`src/rtl/line_clear_ctrl.sv`:
```
`default_nettype none
// ============================================================================
// Module   : line_clear_ctrl
// Purpose  : Removes full rows from the saved playfield after a piece locks,
//            writes the compacted field back and keeps a cleared-line score.
// Revision : 1.0 - initial release
// ============================================================================
module line_clear_ctrl #(
   parameter int COLS = 10,
   parameter int ROWS = 24
) (
   input  logic                 Clk,
   input  logic                 Reset,
   input  logic                 Pause,
   input  logic                 start,
   input  logic [ROWS*COLS-1:0] state_in,
   input  logic                 score_clear,
   output logic                 busy,
   output logic [ROWS*COLS-1:0] state_out,
   output logic                 load_out,
   output logic                 done,
   output logic [4:0]           lines_cleared,
   output logic [15:0]          score
);

   localparam int c_W = ROWS * COLS;

   typedef enum logic [1:0] {
      S_IDLE  = 2'd0,
      S_SCAN  = 2'd1,
      S_SHIFT = 2'd2,
      S_WRITE = 2'd3
   } state_t;

   state_t         r_state, w_state_nxt;
   logic [c_W-1:0] r_field, w_field_nxt, w_shifted;
   logic [c_W-1:0] r_state_out, w_state_out_nxt, w_fin_field;
   logic [4:0]     r_row, w_row_nxt, w_row_up;
   logic [4:0]     r_k, w_k_nxt, w_fin_k;
   logic [4:0]     r_lines, w_lines_nxt;
   logic           r_busy, w_busy_nxt;
   logic           r_load, w_load_nxt;
   logic           r_done, w_done_nxt;
   logic [15:0]    r_score, w_score_nxt;
   logic [16:0]    w_sum;
   logic           w_cur_full, w_up_full, w_fin;

   assign w_row_up   = (r_row == 5'd0) ? 5'd0 : r_row - 5'd1;
   assign w_cur_full = &r_field[r_row*COLS +: COLS];
   assign w_up_full  = (r_row != 5'd0) && (&r_field[w_row_up*COLS +: COLS]);

   // Rows row..1 take the row above them; row 0 is refilled empty
   generate
      for (genvar i = 0; i < ROWS; i++) begin : g_shift
         if (i == 0) begin : g_top
            assign w_shifted[0 +: COLS] = '0;
         end else begin : g_body
            assign w_shifted[i*COLS +: COLS] = (i <= int'(r_row)) ?
                   r_field[(i-1)*COLS +: COLS] : r_field[i*COLS +: COLS];
         end
      end
   endgenerate

   assign w_sum = {1'b0, r_score} + {12'd0, w_fin_k};

   always_comb begin
      w_state_nxt     = r_state;
      w_field_nxt     = r_field;
      w_row_nxt       = r_row;
      w_k_nxt         = r_k;
      w_busy_nxt      = r_busy;
      w_load_nxt      = r_load;
      w_done_nxt      = r_done;
      w_state_out_nxt = r_state_out;
      w_lines_nxt     = r_lines;
      w_score_nxt     = r_score;
      w_fin           = 1'b0;
      w_fin_k         = r_k;
      w_fin_field     = r_field;

      case (r_state)
         S_IDLE: begin
            if (start) begin
               w_field_nxt = state_in;
               w_row_nxt   = 5'(ROWS - 1);
               w_k_nxt     = 5'd0;
               w_busy_nxt  = 1'b1;
               w_state_nxt = S_SCAN;
            end
         end
         S_SCAN: begin
            if (w_cur_full) begin
               w_state_nxt = S_SHIFT;
            end else if (r_row == 5'd0) begin
               w_fin = 1'b1;
            end else begin
               w_row_nxt = r_row - 5'd1;
            end
         end
         S_SHIFT: begin
            // The incoming row is tested here so an empty row costs no extra scan cycle
            w_field_nxt = w_shifted;
            w_k_nxt     = r_k + 5'd1;
            if (r_row == 5'd0) begin
               w_fin       = 1'b1;
               w_fin_k     = r_k + 5'd1;
               w_fin_field = w_shifted;
            end else if (!w_up_full) begin
               w_row_nxt   = r_row - 5'd1;
               w_state_nxt = S_SCAN;
            end
         end
         S_WRITE: begin
            w_load_nxt  = 1'b0;
            w_done_nxt  = 1'b0;
            w_busy_nxt  = 1'b0;
            w_state_nxt = S_IDLE;
         end
         default: w_state_nxt = S_IDLE;
      endcase

      if (w_fin) begin
         w_state_out_nxt = w_fin_field;
         w_lines_nxt     = w_fin_k;
         w_load_nxt      = 1'b1;
         w_done_nxt      = 1'b1;
         w_score_nxt     = w_sum[16] ? 16'hFFFF : w_sum[15:0];
         w_state_nxt     = S_WRITE;
      end
   end

   always_ff @(posedge Clk) begin
      if (Reset) begin
         r_state     <= S_IDLE;
         r_field     <= '0;
         r_row       <= 5'd0;
         r_k         <= 5'd0;
         r_busy      <= 1'b0;
         r_load      <= 1'b0;
         r_done      <= 1'b0;
         r_state_out <= '0;
         r_lines     <= 5'd0;
      end else if (!Pause) begin
         r_state     <= w_state_nxt;
         r_field     <= w_field_nxt;
         r_row       <= w_row_nxt;
         r_k         <= w_k_nxt;
         r_busy      <= w_busy_nxt;
         r_load      <= w_load_nxt;
         r_done      <= w_done_nxt;
         r_state_out <= w_state_out_nxt;
         r_lines     <= w_lines_nxt;
      end
   end

   // score_clear overrides Pause and any coincident completion
   always_ff @(posedge Clk) begin
      if (Reset || score_clear) begin
         r_score <= 16'd0;
      end else if (!Pause) begin
         r_score <= w_score_nxt;
      end
   end

   assign busy          = r_busy;
   assign state_out     = r_state_out;
   assign load_out      = r_load;
   assign done          = r_done;
   assign lines_cleared = r_lines;
   assign score         = r_score;

endmodule
`default_nettype wire

```
`config.mk`:
```
export PLATFORM = sky130hd
export DESIGN_NAME = line_clear_ctrl
export DESIGN_NICKNAME = d
export VERILOG_FILES = /design/src/rtl/line_clear_ctrl.sv
export SDC_FILE = /design/constraint.sdc
export NUM_CORES = 1
export LEC_CHECK = 0
export ABC_AREA = 1
export BUFFER_PORTS_ARGS = -buffer_cell sky130_fd_sc_hd__buf_4
export CAP_MARGIN = 20
export CORE_AREA = 2 2 262 264
export DETAILED_ROUTE_END_ITERATION = 8
export DIE_AREA = 0 0 264 266
export HOLD_SLACK_MARGIN = 0.05
export PLACE_DENSITY_LB_ADDON = 0.12
export SLEW_MARGIN = 20
export SYNTH_ARGS = -nofsm -noshare
export SYNTH_HDL_FRONTEND = slang
export SYNTH_SLANG_ARGS = --single-unit
```
`constraint.sdc`:
```
create_clock -name Clk -period 5.3 [get_ports Clk]
set_input_delay 0.795 -clock Clk [delete_from_list [all_inputs] [get_ports Clk]]
set_output_delay 0.795 -clock Clk [all_outputs]
set_load 0.01 [all_outputs]
```
==> impl_metrics.csv <==
group,metric,value,unit
placement,pre_cts_slack,1.16,ns
grt,grt_util_met2,0.477,
clock_tree,postCtsSetupRepairBufs,0,
clock_tree,clk_pin_slew_worst_paths,0.06,ns
power,peakVddDrop,0.240,mV
grt,globalRouteOverflowTotal,0,
clock_tree,postCtsHoldBufs,0,
final_layout,stdcell_count,5221,
power,p_switching,5530,µW
worst_setup_path,slowest_delay,0.70,ns
timing,clock-skew-final,0.0275,ns
worst_setup_path,rr_endpoint,"state_out[128]",
grt,grt_pass1_vias,27000,
worst_setup_path,critPathMaxFanout,88,
route,post_drt_via_cell_ratio,5.65,
die,die_w,264,µm
worst_setup_path,cp_num_buf_inv,3,
power,clockPowerShare,0.313,
logic_synthesis,synth.area.top_cells,"dfxtp_1, nand2_1, a21oi_1",
worst_setup_path,required,5.83,ns
grt,antenna_found_initial,8,
route,num_vias,29500,
timing,finalHoldViolations,0,
timing,period_share,0.797,
worst_setup_path,crit_start,"r_row[2]",
worst_setup_path,cpLargestDelayFamily,"simple AND/OR/NAND/NOR gates",
timing,worstMarginPinSlew,1.24,ns
logic_synthesis,synth-main-ff-cell,"dfxtp_1",
die,core-area,67700,µm²
worst_setup_path,rr_worst_depth,16,
timing,fin_setup_tns,0,ns
placement,place_area,30700,µm²
min_path,worstHoldPathType,"in2reg",
worst_setup_path,crit_arrival,4.76,ns
status,outcome,"completed",
worst_setup_path,critical_path.endpoint_type,"flop",
timing,slew_headroom,0.172,
clock_tree,cts_max_level,2,
placement,numPortBuffers,508,
logic_synthesis,yosys_warnings,0,
grt,grt_use_met1,0.433,
timing,setup_viol_count_final,0,
worst_setup_path,r2r_slack,1.08,ns
timing,setup_ws,1.08,ns
clock_tree,post_cts_resized,0,
logic_synthesis,avgSynthCellArea,6.67,µm²
flow_run,maxCapViolations,0,
final_layout,area_growth,22.5,%
clock_tree,clk-insertion-delay-late,0.64,ns
clock_tree,ctsLongestPathBuffers,3,
route,wire_per_inst,21.7,µm
logic_synthesis,synth.most_common_cell,"nand2_1",
grt,grt_max_degree,179,
logic_synthesis,synth_common_cells,"nand2_1, a21oi_1, dfxtp_1",
grt,met3_usage,0.0527,
logic_synthesis,postSynthCellCount,4003,
timing,slew_violations,0,
clock_tree,cts_num_sinks,515,
final_layout,layout-drive-gt1-share,0.156,
grt,grt_use_total,0.309,
logic_synthesis,ys_types,39,
placement,dp.cells,5111,
min_path,holdPathStages,3,
worst_setup_path,crit_cells,16,
power,intPower,8130,µW
worst_setup_path,path_common_cell,"nand2_1",
placement,place.gp.congestion,0.931,
worst_setup_path,crit_type,"reg2reg",
logic_synthesis,ys_seq_elements,515,
clock_tree,cts_made_buffers,58,
final_layout,fin_nets,4550,
clock_tree,cts_tree,"built",
clock_tree,root_buffer,"clkbuf_16",
logic_synthesis,synthArstFlopShare,0,
logic_synthesis,synth_nets,4264,
worst_setup_path,crit_chain,"inv_1, nor2_2, buf_4, nand3_1, nand2_1, o21ai_1, nand3_1, nand2_1, nor2_1, nand3_2, nand2_1, nand2_1, nand3_4, buf_4, nand2_1, a21oi_1",
logic_synthesis,syn_area,26700,µm²
power,power_leakage,0.0129,µW
worst_setup_path,worstSetupEndpoint,"state_out[128]",
die,die_area,70200,µm²
die,pin_count,509,
grt,top_usage_layer,"met2",
logic_synthesis,yosysTopAreaCell,"dfxtp_1",
route,drt-pass1-iter-count,8,
route,drt_iter0_drc,3218,
placement,hpwl,79.0,mm
die,die_h,266,µm
power,switching_share,0.405,
worst_setup_path,cp-start-kind,"flop",
logic_synthesis,netlist.area_leader.share,0.386,
route,drtAntennaViolNets,0,
route,drcViolationCount,0,
power,powerDensity,417,nW/µm²
power,seq_power_share,0.354,
die,rows,96,
logic_synthesis,synth-edff-count,0,
die,start_util,0.394,
worst_setup_path,crit_slowest_cell,"buf_4",
route,drt-total-wl,113,mm
logic_synthesis,synth-seq-area-share,0.386,
grt,grt_pass1_wl,169,mm
timing,finalCriticalPeriod,4.22,ns
timing,rsz0062_at_grt,"false",
timing,max_freq,237,MHz
power,pwr-share-comb,0.333,
worst_setup_path,r2r-start,"r_row[2]",
final_layout,final_area,32700,µm²
[registers in the layout, indices dropped and copies added, names as in the netlist]
name and flops:
state_out 240, r_state 2, score 16, lines_cleared 5, r_field 240, busy 1, r_row 5, r_k 5
done 1
[stage by stage]
stage	util	power [µW]	hold WS (ns)
floorplan	-	7690	0.441
global placement	0.453	9340	0.452
detailed placement	0.453	9350	0.456
CTS	0.483	13600	0.434
global route	0.483	14300	0.456
finish	0.483	13700	0.453
[cell families after synthesis]
| kind of cell | Yosys count | share of synthesized area |
|---|---|---|
| AO/OA/AOI/OAI | 1235 | 0.266 |
| AND/OR/NAND/NOR | 1636 | 0.245 |
| flip-flops | 515 | 0.386 |
| adder cells (fa/ha/maj) | 16 | 0.00778 |
| XOR/XNOR | 21 | 0.00689 |
| buffers and inverters | 580 | 0.0886 |
[placed cells by master, fill, tap and decap left out, types with 3 or more instances in the layout]
| cell type | netlist | layout |
|---|---|---|
| nand2_1 | 1277 | 1277 |
| a21oi_1 | 542 | 542 |
| buf_4 | 23 | 542 |
| dfxtp_1 | 515 | 514 |
| o21ai_0 | 288 | 285 |
| inv_1 | 248 | 245 |
| o211ai_1 | 239 | 239 |
| nand3_1 | 185 | 185 |
| nor2_1 | 100 | 95 |
| o22ai_1 | 92 | 92 |
| clkbuf_16 | 0 | 59 |
| nand4_1 | 37 | 37 |
| a221oi_1 | 28 | 28 |
| o21a_1 | 19 | 19 |
| nor3_1 | 17 | 17 |
| xor2_1 | 14 | 14 |
| ha_1 | 15 | 14 |
| clkinv_2 | 0 | 13 |
| o21ai_1 | 7 | 10 |
| clkbuf_1 | 219 | 10 |
| a211oi_1 | 9 | 9 |
| clkbuf_8 | 0 | 9 |
| or2_2 | 8 | 8 |
| bufinv_16 | 0 | 8 |
| buf_12 | 0 | 8 |
| diode_2 | 0 | 7 |
| xnor2_1 | 7 | 7 |
| nor2_2 | 3 | 6 |
| o31ai_1 | 5 | 5 |
| nor4_1 | 4 | 4 |
| inv_2 | 4 | 3 |
[how the worst min path moves through the flow]
stage / startpoint / end / slack, ns
after floorplan: r_k[4] / r_k[4] / 0.44
after global placement: state_out[172] / state_out[172] / 0.45
after detailed placement: state_out[168] / state_out[168] / 0.46
after CTS: state_in[235] / r_field[235] / 0.43
after global routing: state_in[79] / r_field[79] / 0.46
final: state_in[220] / r_field[220] / 0.45
[power by group through the flow]
stage                     clock network, µW  registers [µW]  logic (µW)
after detailed placement                  0            4890        4460
after global routing                   4480            4880        4980
final                                  4270            4840        4540
after CTS                              4320            4810        4470
after global placement                    0            4900        4440
after floorplan                           0            4630        3050
[final cells by class]
type | count | area, µm²
multi-input combinational | 2908 | 14100
antenna | 7 | 17.5
inverter | 255 | 975
fill | 7131 | 35000
tap | 882 | 1100
clock inverter | 25 | 343
timing repair buffer | 551 | 4240
clock buffer | 78 | 1640
sequential | 515 | 10300
[routing by layer]
metal	routed length, µm	part of all wire	vias to the layer above
met4	3880	0.034	2
met5	13	0.00011	-
li1	-	-	14100
met2	51000	0.45	1325
met3	9050	0.080	210
met1	49400	0.44	13800
[tightest hold or removal path, delay by kind of cell]
| family | cells | cell delay (ns) |
|---|---|---|
| compound gates | 2 | 0.18 |
| buf+inv | 1 | 0.08 |
No activity file was read; power rests on OpenSTA's default activity.
